File: config.mk
export PLATFORM = sky130hd
export DESIGN_NAME = trap_sequencer
export DESIGN_NICKNAME = d
export VERILOG_FILES = /design/src/rtl/trap_sequencer_pkg.sv /design/src/rtl/trap_sequencer.sv
export SDC_FILE = /design/constraint.sdc
export NUM_CORES = 1
export LEC_CHECK = 0
export BUFFER_PORTS_ARGS = -buffer_cell sky130_fd_sc_hd__clkbuf_2
export CAP_MARGIN = 30
export CORE_MARGIN = 3
export CORE_UTILIZATION = 32
export DETAILED_ROUTE_END_ITERATION = 12
export GPL_TIMING_DRIVEN = 0
export PLACE_DENSITY = 0.68
export SKIP_CTS_REPAIR_TIMING = 1
export SLEW_MARGIN = 20
export SYNTH_ARGS = -nofsm -noshare
export SYNTH_HDL_FRONTEND = slang
export SYNTH_SLANG_ARGS = --single-unit
File: constraint.sdc
create_clock -name clk -period 3.4 [get_ports clk]
set_input_delay 0.17 -clock clk [delete_from_list [all_inputs] [get_ports clk]]
set_output_delay 0.17 -clock clk [all_outputs]
set_load 0.05 [all_outputs]
File: src/rtl/trap_sequencer_pkg.sv
// Shared definitions for the trap sequencer: trap codes, machine CSR addresses,
// mcause values, FSM/kind encodings and small decode helpers.
package trap_sequencer_pkg;

    localparam logic [1:0] TRAP_NONE  = 2'b00;
    localparam logic [1:0] TRAP_ECALL = 2'b01;
    localparam logic [1:0] TRAP_UNIMP = 2'b10;

    localparam logic [11:0] CSR_MSTATUS = 12'h300;
    localparam logic [11:0] CSR_MTVEC   = 12'h305;
    localparam logic [11:0] CSR_MEPC    = 12'h341;
    localparam logic [11:0] CSR_MCAUSE  = 12'h342;

    localparam logic [31:0] MCAUSE_ECALL   = 32'd11;
    localparam logic [31:0] MCAUSE_ILLEGAL = 32'd2;

    typedef enum logic [1:0] {
        ST_IDLE     = 2'b00,
        ST_DRAIN    = 2'b01,
        ST_COMMIT   = 2'b10,
        ST_REDIRECT = 2'b11
    } state_e;

    typedef enum logic [1:0] {
        KIND_NONE  = 2'b00,
        KIND_ECALL = 2'b01,
        KIND_UNIMP = 2'b10,
        KIND_MRET  = 2'b11
    } kind_e;

    // Unimplemented beats ecall beats mret when decode flags several at once.
    function automatic kind_e decode_kind(input logic ecall, input logic unimp,
                                          input logic mret);
        kind_e k;
        if (unimp) begin
            k = KIND_UNIMP;
        end else if (ecall) begin
            k = KIND_ECALL;
        end else if (mret) begin
            k = KIND_MRET;
        end else begin
            k = KIND_NONE;
        end
        return k;
    endfunction

    function automatic logic [1:0] trap_code(input kind_e k);
        logic [1:0] c;
        case (k)
            KIND_ECALL: c = TRAP_ECALL;
            KIND_UNIMP: c = TRAP_UNIMP;
            default:    c = TRAP_NONE;
        endcase
        return c;
    endfunction

    // mtvec is used in direct mode only, so its mode bits are dropped.
    function automatic logic [31:0] redirect_target(input kind_e k,
                                                    input logic [31:0] mtvec,
                                                    input logic [31:0] mepc);
        logic [31:0] t;
        if (k == KIND_MRET) begin
            t = {mepc[31:1], 1'b0};
        end else begin
            t = {mtvec[31:2], 2'b00};
        end
        return t;
    endfunction

endpackage

File: src/rtl/trap_sequencer.sv
// Sequences ecall/unimp/mret: freezes the front end, drains older instructions,
// pulses the trap code to the CSR file and then redirects fetch.
module trap_sequencer
    import trap_sequencer_pkg::*;
#(
    parameter int DRAIN_CYCLES = 3,
    parameter int CNT_W        = 2
) (
    input  logic        clk,
    input  logic        rst,
    input  logic        id_valid,
    input  logic [31:0] id_pc,
    input  logic        id_ecall,
    input  logic        id_unimp,
    input  logic        id_mret,
    input  logic [31:0] csr_mtvec,
    input  logic [31:0] csr_mepc,
    output logic [1:0]  trap,
    output logic [31:0] trap_pc,
    output logic        busy,
    output logic        flush,
    output logic        redirect_valid,
    output logic [31:0] redirect_pc
);

    localparam logic [CNT_W-1:0] CNT_LOAD = CNT_W'(DRAIN_CYCLES - 1);

    state_e      state_q, state_d;
    kind_e       kind_q, kind_d;
    logic [CNT_W-1:0] cnt_q, cnt_d;
    logic [31:0] pc_q, pc_d;

    logic [1:0]  trap_q, trap_d;
    logic [31:0] trap_pc_q, trap_pc_d;
    logic        busy_q, busy_d;
    logic        flush_q, flush_d;
    logic        redirect_valid_q, redirect_valid_d;
    logic [31:0] redirect_pc_q, redirect_pc_d;

    logic        event_s;

    assign event_s = id_valid & (id_unimp | id_ecall | id_mret);

    // Next-state and next-output logic; every output lags its state by one edge.
    always_comb begin
        state_d          = state_q;
        kind_d           = kind_q;
        cnt_d            = cnt_q;
        pc_d             = pc_q;
        trap_d           = TRAP_NONE;
        trap_pc_d        = 32'h0000_0000;
        busy_d           = (state_q != ST_IDLE);
        flush_d          = (state_q == ST_DRAIN);
        redirect_valid_d = (state_q == ST_REDIRECT);
        redirect_pc_d    = 32'h0000_0000;

        case (state_q)
            ST_IDLE: begin
                if (event_s) begin
                    state_d = ST_DRAIN;
                    kind_d  = decode_kind(id_ecall, id_unimp, id_mret);
                    cnt_d   = CNT_LOAD;
                    pc_d    = id_pc;
                end else begin
                    state_d = ST_IDLE;
                end
            end
            ST_DRAIN: begin
                if (cnt_q == {CNT_W{1'b0}}) begin
                    state_d = (kind_q == KIND_MRET) ? ST_REDIRECT : ST_COMMIT;
                end else begin
                    cnt_d = cnt_q - CNT_W'(1);
                end
            end
            ST_COMMIT: begin
                trap_d    = trap_code(kind_q);
                trap_pc_d = pc_q;
                state_d   = ST_REDIRECT;
            end
            ST_REDIRECT: begin
                // CSR values are sampled here, after the CSR file has taken the trap.
                redirect_pc_d = redirect_target(kind_q, csr_mtvec, csr_mepc);
                state_d       = ST_IDLE;
            end
            default: begin
                state_d = ST_IDLE;
            end
        endcase
    end

    // State, capture and output registers.
    always_ff @(posedge clk or posedge rst) begin
        if (rst) begin
            state_q          <= ST_IDLE;
            kind_q           <= KIND_NONE;
            cnt_q            <= {CNT_W{1'b0}};
            pc_q             <= 32'h0000_0000;
            trap_q           <= TRAP_NONE;
            trap_pc_q        <= 32'h0000_0000;
            busy_q           <= 1'b0;
            flush_q          <= 1'b0;
            redirect_valid_q <= 1'b0;
            redirect_pc_q    <= 32'h0000_0000;
        end else begin
            state_q          <= state_d;
            kind_q           <= kind_d;
            cnt_q            <= cnt_d;
            pc_q             <= pc_d;
            trap_q           <= trap_d;
            trap_pc_q        <= trap_pc_d;
            busy_q           <= busy_d;
            flush_q          <= flush_d;
            redirect_valid_q <= redirect_valid_d;
            redirect_pc_q    <= redirect_pc_d;
        end
    end

    assign trap           = trap_q;
    assign trap_pc        = trap_pc_q;
    assign busy           = busy_q;
    assign flush          = flush_q;
    assign redirect_valid = redirect_valid_q;
    assign redirect_pc    = redirect_pc_q;

endmodule

==> flow_metrics.py <==
metrics = {
    "die": {
        "fp.coreArea_sq_um": 12200,
        "die_y_um": 119,
        "floorplan.initialDensity_pct": 33.4,
        "die_area_sq_um": 14100,
        "fp-row-count": 40,
        "io_pins": 171,
        "dieWidth_um": 119,
    },
    "finish": {
        "syn_to_final_growth_pct": 33.1,
        "mostFrequentLayoutCells": "clkbuf_2, dfrtp_1, nand2_1, and2_1",
        "finalInstanceArea_sq_um": 5430,
        "fill_cells": 1176,
        "final-seq-area_sq_um": 2650,
        "antenna_cells": 0,
        "layout-drive-gt1-share_pct": 43.5,
        "layout_commonest_cell": "clkbuf_2",
        "multi_input_area_sq_um": 1290,
        "nets": 611,
    },
    "yosys": {
        "synth.area.top_cells": "dfrtp_1, mux2_2, nand2_1",
        "ys_ff_latch": 106,
        "ys_seq_area_share_pct": 65.1,
        "synth-warning-count": 0,
        "synth_cell_types": 29,
        "synth.largest_area_cell": "dfrtp_1",
        "synth_top_area_share_pct": 65.1,
        "syn_nets": 432,
        "synthesis.area_sq_um": 4080,
        "synthCells": 324,
        "avgSynthCellArea_sq_um": 12.6,
    },
    "grt": {
        "grt_max_degree": 64,
        "grt_pass1_vias": 3113,
        "grt_pass1_wl_um": 15200,
        "antenna_found_initial": 0,
        "grt-ovfl-total": 0,
        "grtUsageTotal_pct": 13.6,
    },
    "detailed_routing": {
        "drc": 0,
        "drtIter0Drc": 96,
        "drt_wl_total_um": 9370,
        "wl_per_cell_um": 13.9,
        "viasPerCell": 4.38,
        "vias": 2963,
        "antenna_left": 0,
        "dr.pass1.iters": 4,
    },
    "power": {
        "swShare_pct": 43.7,
        "intPower_mw": 3.02,
        "seqPwrFrac_pct": 36.2,
        "total_power_mw": 5.38,
        "ir_worst_vdd_mv": 0.388,
        "power_density_nw_per_um2": 991,
        "leakage_nw": 2.86,
        "p_sw_mw": 2.35,
        "combPwrFrac_pct": 46.2,
        "clkPwrFrac_pct": 17.6,
    },
    "placement": {
        "io_buffers": 166,
        "hpwl_um": 7240,
        "placed_cell_area_sq_um": 5150,
        "gp_congestion": 0.755,
    },
    "timing": {
        "rsz0062_at_grt": "false",
        "max_freq_ghz": 0.585,
        "finalCritPeriodShare_pct": 50.2,
        "final-max-slew-violation-count": 0,
        "hold_ws_ns": 0.0502,
        "fin_skew_ns": 0.00856,
        "setup_violations": 0,
        "hold_viol": 0,
        "period_needed_ns": 1.71,
    },
    "setup_path": {
        "cp_slowest_cell": "dfrtp_1",
        "path_class": "reg2reg",
        "cp_cell_sequence": "inv_1, ha_1, buf_2, o211ai_4, buf_6, mux2_2",
        "cp_num_buf_inv": 3,
        "required_ns": 3.62,
        "startpoint_type": "flip-flop",
        "cpLargestDelayFamily": "buffers and inverters",
        "cp_max_fo": 10,
        "end_kind": "flip-flop",
        "cp.arrival_ns": 1.93,
        "cp_slowest_stage_delay_ns": 0.41,
    },
    "clock_network": {
        "cts_buffers": 9,
        "h-tree-depth": 3,
        "cts_tree": "yes",
        "root_buffer": "clkbuf_16",
        "clk_pin_slew_ns": 0.07,
        "cts.sinks": 106,
        "clk_latency_ns": 0.34,
        "clockBufferDepth": 2,
    },
    "run": {
        "cap_violations": 0,
    },
    "status": {
        "status": "finished clean",
    },
    "hold_path": {
        "hold_class": "in2reg",
    },
}
[per-layer routing]
| layer | global-route usage (%) | up-vias | wire length (um) |
|---|---|---|---|
| met3 | 6.36 | 12 | 888 |
| met5 | 0 | - | 0 |
| li1 | - | 1409 | - |
| met4 | 4.63 | 0 | 116 |
| met2 | 22.9 | 128 | 4690 |
| met1 | 15.4 | 1414 | 3670 |
[kinds of logic (layout without fill, tap and decap cells)]
kind of cell    count (synthesis)  in the layout  share of synthesized area [%]
other cells                     1              1                         0.0920
flops                         106            106                           65.1
buf+inv                        28            212                           3.34
fa+ha+maj                       6              6                           1.84
compound gates                 43             43                           8.28
mux                            32             32                           8.84
simple gates                  108            108                           12.6
[sequential cells by signal, summed over array words and instances (netlist names)]
signal	count
busy	1
cnt_q	2
flush	1
kind_q	2
pc_q	32
redirect_pc	31
redirect_valid	1
state_q	2
trap	2
trap_pc	32
[area by class of cell]
class	instances	area share, %
clock buffers	14	4.68
flip-flops and latches	106	48.9
plain buffers	18	1.82
well taps	168	3.87
clock inverters	2	0.231
repair buffers	168	16.0
multi-input cells	190	23.7
inverters	10	0.784
[power by group through the flow]
stage               Clock [mW]  Combinational (mW)  Sequential (mW)
finish                   0.947                2.49             1.94
global route              1.05                2.69             2.00
CTS                      0.988                2.53             1.95
detailed placement           0                2.53             1.97
global placement             0                2.47             1.95
floorplan                    0               0.927             2.91
[through the flow]
stage / TNS (ns) / instances / util (%) / setup slack [ns]
2_1_floorplan: 0 / 324 / - / 0.441
3_3_place_gp: -68.08 / 658 / 41.9 / -0.652
3_5_place_dp: 0 / 659 / 42.2 / 1.66
4_1_cts: 0 / 675 / 44.4 / 1.66
5_1_grt: 0 / 676 / 44.4 / 1.54
6_report: 0 / 676 / 44.4 / 1.69
[Yosys cell counts]
cell type / count
dfrtp_1: 106
nand2_1: 63
and2_1: 33
a21boi_0: 30
mux2_2: 30
clkbuf_1: 10
inv_1: 10
ha_1: 6
buf_2: 4
and3_1: 3
buf_6: 3
nor2_1: 3
nor3_1: 3
a211oi_1: 2
mux2_1: 2
o21ai_0: 2
o31ai_1: 2
a211o_1: 1
a22o_1: 1
a31oi_1: 1
a32oi_1: 1
a41o_1: 1
a41oi_1: 1
buf_4: 1
conb_1: 1
nand2b_1: 1
o211ai_4: 1
or2_4: 1
or3b_2: 1
[final timing paths]
kind	startpoint	end	slack (ns)	cells after the start
worst max-delay path	state_q[0]$_DFFE_PP0P_	pc_q[22]$_DFFE_PP0P_	1.69	6
worst min-delay path	id_pc[4]	pc_q[4]$_DFFE_PP0P_	0.05	2
worst max register to register	state_q[0]$_DFFE_PP0P_	pc_q[22]$_DFFE_PP0P_	1.69	6
worst min register to register	pc_q[14]$_DFFE_PP0P_	trap_pc[14]$_DFF_PP0_	0.47	1
max in group asynchronous	rst	pc_q[25]$_DFFE_PP0P_	2.38	4
min in group asynchronous	rst	redirect_pc[14]$_DFF_PP0_	0.39	3
[worst reg2reg max path: cells and delay by family (launching register included)]
| family | cells | cell delay [ns] |
|---|---|---|
| flip-flops | 1 | 0.41 |
| adder cells (fa/ha/maj) | 1 | 0.20 |
| multiplexers | 1 | 0.34 |
| AO/OA/AOI/OAI | 1 | 0.15 |
| buffers and inverters | 3 | 0.49 |
No activity file was read; power rests on OpenSTA's default activity.
